$ cat src/rtl/cache_pkg.sv
// cache_pkg: controller state encoding, default cache geometry and the
// tag-width helper shared by the interface, the data array and the controller.
package cache_pkg;

    typedef enum logic [2:0] {
        IDLE,
        LOOKUP,
        COMPARE,
        MEMRD,
        FILL,
        MEMWR,
        RESP
    } state_t;

    localparam int DEF_INDEX      = 3;
    localparam int DEF_CACHESIZE  = 8;
    localparam int DEF_MEMORYBITS = 5;
    localparam int DEF_DATAWIDTH  = 8;

    // Tag bits are whatever address bits the index does not consume.
    function automatic int tag_width(input int memorybits, input int index);
        return memorybits - index;
    endfunction

endpackage

$ cat src/rtl/cache_if.sv
// cache_if: CPU load/store port, tag store port and memory port of the cache
// controller. The master modport is the controller's view; slave is the
// surrounding system (CPU, tag RAM, memory).
interface cache_if
    import cache_pkg::*;
#(
    parameter int INDEX      = DEF_INDEX,
    parameter int MEMORYBITS = DEF_MEMORYBITS,
    parameter int DATAWIDTH  = DEF_DATAWIDTH
) ();

    localparam int TW = tag_width(MEMORYBITS, INDEX);

    // CPU side
    logic                  cpu_req;
    logic                  cpu_we;
    logic [MEMORYBITS-1:0] cpu_addr;
    logic [DATAWIDTH-1:0]  cpu_wdata;
    logic                  cpu_ready;
    logic                  cpu_rvalid;
    logic [DATAWIDTH-1:0]  cpu_rdata;
    logic                  cpu_hit;

    // Tag store side
    logic [INDEX-1:0]      tag_index;
    logic                  tag_read;
    logic                  tag_write;
    logic [TW-1:0]         tag_wdata;
    logic [TW-1:0]         tag_rdata;

    // Memory side
    logic                  mem_req;
    logic                  mem_we;
    logic [MEMORYBITS-1:0] mem_addr;
    logic [DATAWIDTH-1:0]  mem_wdata;
    logic                  mem_ack;
    logic [DATAWIDTH-1:0]  mem_rdata;

    modport master (
        input  cpu_req, cpu_we, cpu_addr, cpu_wdata,
        output cpu_ready, cpu_rvalid, cpu_rdata, cpu_hit,
        output tag_index, tag_read, tag_write, tag_wdata,
        input  tag_rdata,
        output mem_req, mem_we, mem_addr, mem_wdata,
        input  mem_ack, mem_rdata
    );

    modport slave (
        output cpu_req, cpu_we, cpu_addr, cpu_wdata,
        input  cpu_ready, cpu_rvalid, cpu_rdata, cpu_hit,
        input  tag_index, tag_read, tag_write, tag_wdata,
        output tag_rdata,
        input  mem_req, mem_we, mem_addr, mem_wdata,
        output mem_ack, mem_rdata
    );

endinterface

$ cat src/rtl/cache_data_array.sv
// cache_data_array: CACHESIZE x DATAWIDTH line storage plus one valid bit per
// line. Single index shared by the read and write paths; reads are
// combinational, writes synchronous. Only the valid bits are reset.
module cache_data_array
    import cache_pkg::*;
#(
    parameter int INDEX     = DEF_INDEX,
    parameter int CACHESIZE = DEF_CACHESIZE,
    parameter int DATAWIDTH = DEF_DATAWIDTH
) (
    input  logic                 clk,
    input  logic                 rst_n,
    input  logic [INDEX-1:0]     idx,
    input  logic                 wr_en,
    input  logic                 set_valid,
    input  logic [DATAWIDTH-1:0] wr_data,
    output logic [DATAWIDTH-1:0] rd_data,
    output logic                 rd_valid
);

    logic [DATAWIDTH-1:0] data_mem [CACHESIZE];
    logic [CACHESIZE-1:0] valid_q;

    // Line data: written on a store hit or a refill, contents survive reset
    always_ff @(posedge clk) begin
        if (wr_en) begin
            data_mem[idx] <= wr_data;
        end
    end

    // Valid bits: cleared asynchronously, set only by a refill
    always_ff @(posedge clk or negedge rst_n) begin
        if (!rst_n) begin
            valid_q <= '0;
        end else if (wr_en && set_valid) begin
            valid_q[idx] <= 1'b1;
        end
    end

    assign rd_data  = data_mem[idx];
    assign rd_valid = valid_q[idx];

endmodule

$ cat src/rtl/cache_ctrl.sv
// cache_ctrl: direct-mapped, write-through, no-write-allocate cache controller.
// Drives an external tag store, keeps data and valid bits in cache_data_array,
// refills from memory over a req/ack handshake on a load miss.
// Optional build macro CACHE_STATS_EN adds saturating load hit/miss counters.
module cache_ctrl
    import cache_pkg::*;
#(
    parameter int INDEX      = DEF_INDEX,
    parameter int CACHESIZE  = DEF_CACHESIZE,
    parameter int MEMORYBITS = DEF_MEMORYBITS,
    parameter int DATAWIDTH  = DEF_DATAWIDTH
) (
    input  logic        clk,
    input  logic        rst_n,
    cache_if.master     bus
`ifdef CACHE_STATS_EN
    ,
    output logic [15:0] hit_count,
    output logic [15:0] miss_count
`endif
);

    localparam int TW = tag_width(MEMORYBITS, INDEX);

    state_t                state_q;
    state_t                state_d;

    // Request captured in IDLE; not reset, only meaningful after acceptance
    logic [MEMORYBITS-1:0] addr_q;
    logic                  we_q;
    logic [DATAWIDTH-1:0]  wdata_q;
    logic [DATAWIDTH-1:0]  fill_q;
    logic                  hit_q;

    logic [INDEX-1:0]      idx;
    logic [TW-1:0]         tag;
    logic                  hit;

    logic [DATAWIDTH-1:0]  line_data;
    logic                  line_valid;
    logic                  arr_we;
    logic                  arr_set_valid;
    logic [DATAWIDTH-1:0]  arr_wdata;

    assign idx = addr_q[INDEX-1:0];
    assign tag = addr_q[MEMORYBITS-1:INDEX];
    // tag_rdata is only meaningful in COMPARE, one cycle after the LOOKUP read
    assign hit = line_valid && (bus.tag_rdata == tag);

    cache_data_array #(
        .INDEX     (INDEX),
        .CACHESIZE (CACHESIZE),
        .DATAWIDTH (DATAWIDTH)
    ) u_data_array (
        .clk       (clk),
        .rst_n     (rst_n),
        .idx       (idx),
        .wr_en     (arr_we),
        .set_valid (arr_set_valid),
        .wr_data   (arr_wdata),
        .rd_data   (line_data),
        .rd_valid  (line_valid)
    );

    // State register
    always_ff @(posedge clk or negedge rst_n) begin
        if (!rst_n) begin
            state_q <= IDLE;
        end else begin
            state_q <= state_d;
        end
    end

    // Next state and decoded outputs; all strobes default low so reset drops them at once
    always_comb begin
        state_d        = state_q;
        bus.cpu_ready  = 1'b0;
        bus.tag_index  = '0;
        bus.tag_read   = 1'b0;
        bus.tag_write  = 1'b0;
        bus.tag_wdata  = '0;
        bus.mem_req    = 1'b0;
        bus.mem_we     = 1'b0;
        bus.mem_addr   = '0;
        bus.mem_wdata  = '0;
        arr_we         = 1'b0;
        arr_set_valid  = 1'b0;
        arr_wdata      = wdata_q;

        case (state_q)
            IDLE: begin
                bus.cpu_ready = 1'b1;
                if (bus.cpu_req) begin
                    state_d = LOOKUP;
                end
            end
            LOOKUP: begin
                bus.tag_read  = 1'b1;
                bus.tag_index = idx;
                state_d       = COMPARE;
            end
            COMPARE: begin
                if (we_q) begin
                    // Store hit refreshes the line; a store miss never allocates
                    arr_we  = hit;
                    state_d = MEMWR;
                end else if (hit) begin
                    state_d = RESP;
                end else begin
                    state_d = MEMRD;
                end
            end
            MEMRD: begin
                bus.mem_req  = 1'b1;
                bus.mem_addr = addr_q;
                if (bus.mem_ack) begin
                    state_d = FILL;
                end
            end
            FILL: begin
                bus.tag_write = 1'b1;
                bus.tag_wdata = tag;
                bus.tag_index = idx;
                arr_we        = 1'b1;
                arr_set_valid = 1'b1;
                arr_wdata     = fill_q;
                state_d       = RESP;
            end
            MEMWR: begin
                bus.mem_req   = 1'b1;
                bus.mem_we    = 1'b1;
                bus.mem_addr  = addr_q;
                bus.mem_wdata = wdata_q;
                if (bus.mem_ack) begin
                    state_d = RESP;
                end
            end
            RESP: begin
                state_d = IDLE;
            end
            default: begin
                state_d = IDLE;
            end
        endcase
    end

    // Capture the accepted request and the refill word
    always_ff @(posedge clk) begin
        if (state_q == IDLE && bus.cpu_req) begin
            addr_q  <= bus.cpu_addr;
            we_q    <= bus.cpu_we;
            wdata_q <= bus.cpu_wdata;
        end
        if (state_q == MEMRD && bus.mem_ack) begin
            fill_q <= bus.mem_rdata;
        end
    end

    // Registered CPU response, non-zero only while in RESP; hit_q carries the store compare result
    always_ff @(posedge clk or negedge rst_n) begin
        if (!rst_n) begin
            bus.cpu_rvalid <= 1'b0;
            bus.cpu_rdata  <= '0;
            bus.cpu_hit    <= 1'b0;
            hit_q          <= 1'b0;
        end else begin
            bus.cpu_rvalid <= (state_d == RESP);
            if (state_q == COMPARE) begin
                hit_q <= hit;
            end
            if (state_d == RESP) begin
                bus.cpu_hit   <= (state_q == COMPARE) ? hit : hit_q;
                bus.cpu_rdata <= (state_q == COMPARE) ? line_data :
                                 (state_q == FILL)    ? fill_q    : '0;
            end else begin
                bus.cpu_hit   <= 1'b0;
                bus.cpu_rdata <= '0;
            end
        end
    end

`ifdef CACHE_STATS_EN
    function automatic logic [15:0] sat_inc(input logic [15:0] v);
        return (v == 16'hFFFF) ? v : v + 16'd1;
    endfunction

    // Load-only hit/miss statistics, counted at the tag compare
    always_ff @(posedge clk or negedge rst_n) begin
        if (!rst_n) begin
            hit_count  <= '0;
            miss_count <= '0;
        end else if (state_q == COMPARE && !we_q) begin
            if (hit) begin
                hit_count <= sat_inc(hit_count);
            end else begin
                miss_count <= sat_inc(miss_count);
            end
        end
    end
`endif

endmodule

$ cat src/flat_wrapper.sv
// flat-port wrapper written by rule: the top's interface ports become plain ports
module cache_ctrl_flat import cache_pkg::*;
#(
    parameter int INDEX      = DEF_INDEX,
    parameter int CACHESIZE  = DEF_CACHESIZE,
    parameter int MEMORYBITS = DEF_MEMORYBITS,
    parameter int DATAWIDTH  = DEF_DATAWIDTH
)
  (clk, rst_n, bus_cpu_req, bus_cpu_we, bus_cpu_addr, bus_cpu_wdata, bus_cpu_ready, bus_cpu_rvalid, bus_cpu_rdata, bus_cpu_hit, bus_tag_index, bus_tag_read, bus_tag_write, bus_tag_wdata, bus_tag_rdata, bus_mem_req, bus_mem_we, bus_mem_addr, bus_mem_wdata, bus_mem_ack, bus_mem_rdata);
  cache_if #(.INDEX(INDEX), .MEMORYBITS(MEMORYBITS), .DATAWIDTH(DATAWIDTH)) bus_i ();
  input  logic clk;
  input  logic rst_n;
  input wire logic [$bits(bus_i.cpu_req)-1:0] bus_cpu_req;
  input wire logic [$bits(bus_i.cpu_we)-1:0] bus_cpu_we;
  input wire logic [$bits(bus_i.cpu_addr)-1:0] bus_cpu_addr;
  input wire logic [$bits(bus_i.cpu_wdata)-1:0] bus_cpu_wdata;
  output wire logic [$bits(bus_i.cpu_ready)-1:0] bus_cpu_ready;
  output wire logic [$bits(bus_i.cpu_rvalid)-1:0] bus_cpu_rvalid;
  output wire logic [$bits(bus_i.cpu_rdata)-1:0] bus_cpu_rdata;
  output wire logic [$bits(bus_i.cpu_hit)-1:0] bus_cpu_hit;
  output wire logic [$bits(bus_i.tag_index)-1:0] bus_tag_index;
  output wire logic [$bits(bus_i.tag_read)-1:0] bus_tag_read;
  output wire logic [$bits(bus_i.tag_write)-1:0] bus_tag_write;
  output wire logic [$bits(bus_i.tag_wdata)-1:0] bus_tag_wdata;
  input wire logic [$bits(bus_i.tag_rdata)-1:0] bus_tag_rdata;
  output wire logic [$bits(bus_i.mem_req)-1:0] bus_mem_req;
  output wire logic [$bits(bus_i.mem_we)-1:0] bus_mem_we;
  output wire logic [$bits(bus_i.mem_addr)-1:0] bus_mem_addr;
  output wire logic [$bits(bus_i.mem_wdata)-1:0] bus_mem_wdata;
  input wire logic [$bits(bus_i.mem_ack)-1:0] bus_mem_ack;
  input wire logic [$bits(bus_i.mem_rdata)-1:0] bus_mem_rdata;
  assign bus_i.cpu_req = bus_cpu_req;
  assign bus_i.cpu_we = bus_cpu_we;
  assign bus_i.cpu_addr = bus_cpu_addr;
  assign bus_i.cpu_wdata = bus_cpu_wdata;
  assign bus_cpu_ready = bus_i.cpu_ready;
  assign bus_cpu_rvalid = bus_i.cpu_rvalid;
  assign bus_cpu_rdata = bus_i.cpu_rdata;
  assign bus_cpu_hit = bus_i.cpu_hit;
  assign bus_tag_index = bus_i.tag_index;
  assign bus_tag_read = bus_i.tag_read;
  assign bus_tag_write = bus_i.tag_write;
  assign bus_tag_wdata = bus_i.tag_wdata;
  assign bus_i.tag_rdata = bus_tag_rdata;
  assign bus_mem_req = bus_i.mem_req;
  assign bus_mem_we = bus_i.mem_we;
  assign bus_mem_addr = bus_i.mem_addr;
  assign bus_mem_wdata = bus_i.mem_wdata;
  assign bus_i.mem_ack = bus_mem_ack;
  assign bus_i.mem_rdata = bus_mem_rdata;
  cache_ctrl #(.INDEX(INDEX), .CACHESIZE(CACHESIZE), .MEMORYBITS(MEMORYBITS), .DATAWIDTH(DATAWIDTH)) u_core (.clk(clk), .rst_n(rst_n), .bus(bus_i));
endmodule
$ cat config.mk
export PLATFORM = sky130hd
export DESIGN_NAME = cache_ctrl_flat
export DESIGN_NICKNAME = d
export VERILOG_FILES = /design/src/rtl/cache_pkg.sv /design/src/rtl/cache_if.sv /design/src/rtl/cache_data_array.sv /design/src/rtl/cache_ctrl.sv /design/src/flat_wrapper.sv
export SDC_FILE = /design/constraint.sdc
export NUM_CORES = 1
export LEC_CHECK = 0
export CORE_ASPECT_RATIO = 1.5
export CORE_MARGIN = 2
export CORE_UTILIZATION = 58
export DETAILED_ROUTE_END_ITERATION = 8
export GPL_TIMING_DRIVEN = 0
export HOLD_SLACK_MARGIN = 0.15
export PLACE_DENSITY = 0.89
export SETUP_SLACK_MARGIN = 0.05
export SYNTH_ARGS = -nofsm -noshare
export SYNTH_HDL_FRONTEND = slang
export SYNTH_HIERARCHICAL = 1
export SYNTH_SLANG_ARGS = --single-unit
$ cat constraint.sdc
create_clock -name clk -period 7.6 [get_ports clk]
set_input_delay 1.9 -clock clk [delete_from_list [all_inputs] [get_ports clk]]
set_output_delay 1.9 -clock clk [all_outputs]
set_load 0.03 [all_outputs]
==> run summary <==
Status -> finished clean
Hold Fails Final Rpt -> 0
Net switching power figure -> 579 uW
Postcts setup bufs -> 0
Die area -> 8640 sq um
Drt drc -> 0
Clk Latency, worst-skew pair -> 0.34 ns
PortBufs -> 60
Final Setup Violations -> 0
CTS tree -> done
GRT Total Usage -> 0.246
Worst-path maximum fanout -> 10
Final Instance Area -> 5600 sq um
Post-Route M1 WL -> 3.66 mm
DRT Wirelength -> 9.76 mm
Worst-path clk slew -> 0.07 ns
Count leader, synth -> edfxtp_1
Grt ovf -> 0
Max_cap viols -> 0
Routed wire length on met3 -> 659 um
Internal Power -> 1.26 mW
Starting Density -> 0.598
Pin count of the biggest net entering global routing -> 23
Placed cell count -> 429
Final Util -> 0.730
First-pass GRT wire length -> 15.3 mm
Net Sw Frac -> 0.315
Clock tree buffer depth -> 2
Tcrit/Tclk final -> 0.571
Setup crit end kind -> output pin
Final ANT Viol Nets -> 0
#FFs+latches synth -> 108
Vias in the first global route -> 2,730
Fillers -> 470
Placed Area -> 5310 sq um
Post-DP HPWL -> 6.61 mm
Vias -> 2,672
Layout cell share with drive strength beyond 1 -> 0.143
DR WL/cell -> 21.9 um
Synth Net Count -> 295
Fin nets -> 366
Async set or reset register ratio after synthesis -> 0.204
Fmax -> 231 MHz
Antenna cells -> 0
Metal2 WL -> 5.30 mm
Avg Cell Area, Syn -> 17.2 sq um
Top cells by count, synth -> 86 x edfxtp_1, 22 x dfrtp_1, 18 x nor2_1
TNS Setup -> 0 ns
Core Rows -> 39
CTS resizes -> 0
Data required, critical path -> 5.70 ns
Vias per cell -> 6.00
Setup CP Type -> reg2out
Fin cells -> 445
PD cells -> 328 nW/um^2
Gp weighted congestion -> 0.983
Slew of the pin with the lowest slew margin -> 1.01 ns
Peak VDD IR -> 200 uV
Antenna violations before repair -> 0
Hold Crit Class -> reg2reg
Syn Std Cell Area -> 4580 sq um
Number of enable flip-flop cells after synthesis -> 86
Largest cells by area after synthesis -> edfxtp_1 56%, dfrtp_1 12%, mux4_1 9.2%
DRT iter0 DRCs -> 253
Die X -> 76.6 um
Leakage power -> 2.01 nW
Drt first pass iters -> 6
H-tree Lvls -> 3
Area share of the largest cell type after synthesis -> 0.563
Synth Warn # -> 6
RSZ-0062 raised after global routing -> no
Final min period -> 4.34 ns
Top layer in use -> met4
Slew HR -> 0.325
Share of total power in the clock network -> 0.245
Hold-fix buffers, CTS -> 0
Slew Limit Fails -> 0
Comb pwr share -> 0.320
Clock Sinks -> 108
Reg power frac -> 0.435
Die height -> 113 um
Clock skew -> 0.00640 ns
Synth Flop Type -> edfxtp_1
Seq/Total Area, Yosys -> 0.684
Netlist cell types -> 44
Area leader, netlist -> edfxtp_1
Root Buffer Master -> clkbuf_16
Area added between synthesis and finish -> 22.1%
Hold slack -> 0.473 ns
Arrival @ worst endpoint -> 2.44 ns
Total CTS buffers -> 9
Post-Synthesis Cells -> 267
Nature of the critical path startpoint -> flop
Ports -> 61
Core area -> 7660 sq um
-- placed cells by master, fill, tap and decap left out, types with 2 or more instances in the layout --
cell type / n
a21oi_1: 4
a22oi_1: 8
and2_1: 17
and3_1: 4
buf_2: 2
buf_6: 5
clkbuf_1: 4
clkbuf_16: 9
clkdlybuf4s50_1: 60
clkinv_1: 2
dfrtp_1: 22
edfxtp_1: 86
inv_1: 3
mux2_2: 16
mux2i_1: 2
mux4_1: 16
nand2_1: 9
nand2b_1: 4
nand3_1: 3
nor2_1: 18
nor2_2: 2
nor3_1: 3
nor3b_1: 2
o21ai_0: 5
o21ai_1: 3
o21bai_1: 8
o32a_1: 2
xnor2_1: 2
-- cells by family (layout without fill, tap and decap cells) --
logic type	count (synthesis)	in the layout	synth area share
DFF	108	108	0.684
and+or+nand+nor	71	71	0.0923
AOI/OAI and AO/OA	37	37	0.0603
muxes	34	34	0.135
buffers and inverters	15	91	0.0246
xor gates and xnor gates	2	2	0.00382
-- flip-flops by register name, indices dropped and copies added, names as in the netlist --
| name | count |
|---|---|
| u_core/addr_q | 5 |
| u_core/bus.cpu_hit | 1 |
| u_core/bus.cpu_rdata | 8 |
| u_core/bus.cpu_rvalid | 1 |
| u_core/fill_q | 8 |
| u_core/hit_q | 1 |
| u_core/state_q | 3 |
| u_core/u_data_array/data_mem | 64 |
| u_core/u_data_array/valid_q | 8 |
| u_core/wdata_q | 8 |
| u_core/we_q | 1 |
-- per-stage QoR --
| stage | setup slack, ns | total power, mW |
|---|---|---|
| detailed placement | 3.01 | 1.39 |
| global placement | 3.10 | 1.37 |
| global route | 3.17 | 1.91 |
| floorplan | 4.08 | 1.19 |
| finish | 3.26 | 1.84 |
| CTS | 3.28 | 1.84 |
-- per-layer routing --
layer  track usage  vias to the layer above
met5             0                        -
met4        0.0958                        0
met3        0.0670                       11
met2         0.425                      159
met1         0.296                     1321
li1              -                     1181
-- area by class of cell --
| cell class | count | area (sq um) | area share |
|---|---|---|---|
| sequential | 108 | 3130 | 0.560 |
| multi-input combinational | 144 | 1340 | 0.239 |
| timing repair buffer | 60 | 601 | 0.107 |
| clock buffer | 11 | 233 | 0.0416 |
| tap | 102 | 128 | 0.0228 |
| buffer | 11 | 97.6 | 0.0174 |
| clock inverter | 5 | 51.3 | 0.00917 |
| inverter | 4 | 15.0 | 0.00268 |
-- worst paths after layout --
path | start | to | slack [ns] | depth (start not counted)
worst max register to register | u_core/addr_q[2]$_DFFE_PP_ | u_core/u_data_array/data_mem[1][0]$_DFFE_PP_ | 4.07 | 9
min in group asynchronous | rst_n | u_core/u_data_array/valid_q[5]$_DFFE_PN0P_ | 2.11 | 1
worst min-delay path | u_core/u_data_array/valid_q[0]$_DFFE_PN0P_ | u_core/u_data_array/valid_q[0]$_DFFE_PN0P_ | 0.47 | 1
worst max-delay path | u_core/state_q[1]$_DFF_PN0_ | bus_mem_addr[4] | 3.26 | 5
worst min register to register | u_core/u_data_array/valid_q[0]$_DFFE_PN0P_ | u_core/u_data_array/valid_q[0]$_DFFE_PN0P_ | 0.47 | 1
max in group asynchronous | rst_n | u_core/bus.cpu_rdata[6]$_DFF_PN0_ | 4.88 | 1
-- critical path: stages, from the launching register on --
cell and delay (ns):
dfrtp_1 0.44, buf_6 0.17, nor2_2 0.45, o21a_4 0.24
and2_1 0.12, clkdlybuf4s50_1 0.66
-- power groups by stage --
stage	registers (mW)	logic (mW)	clock network (mW)
detailed placement	0.809	0.581	0
floorplan	0.809	0.385	0
global route	0.807	0.625	0.482
CTS	0.798	0.586	0.454
finish	0.799	0.588	0.450
global placement	0.805	0.564	0
(Power assumes the default switching activity.)
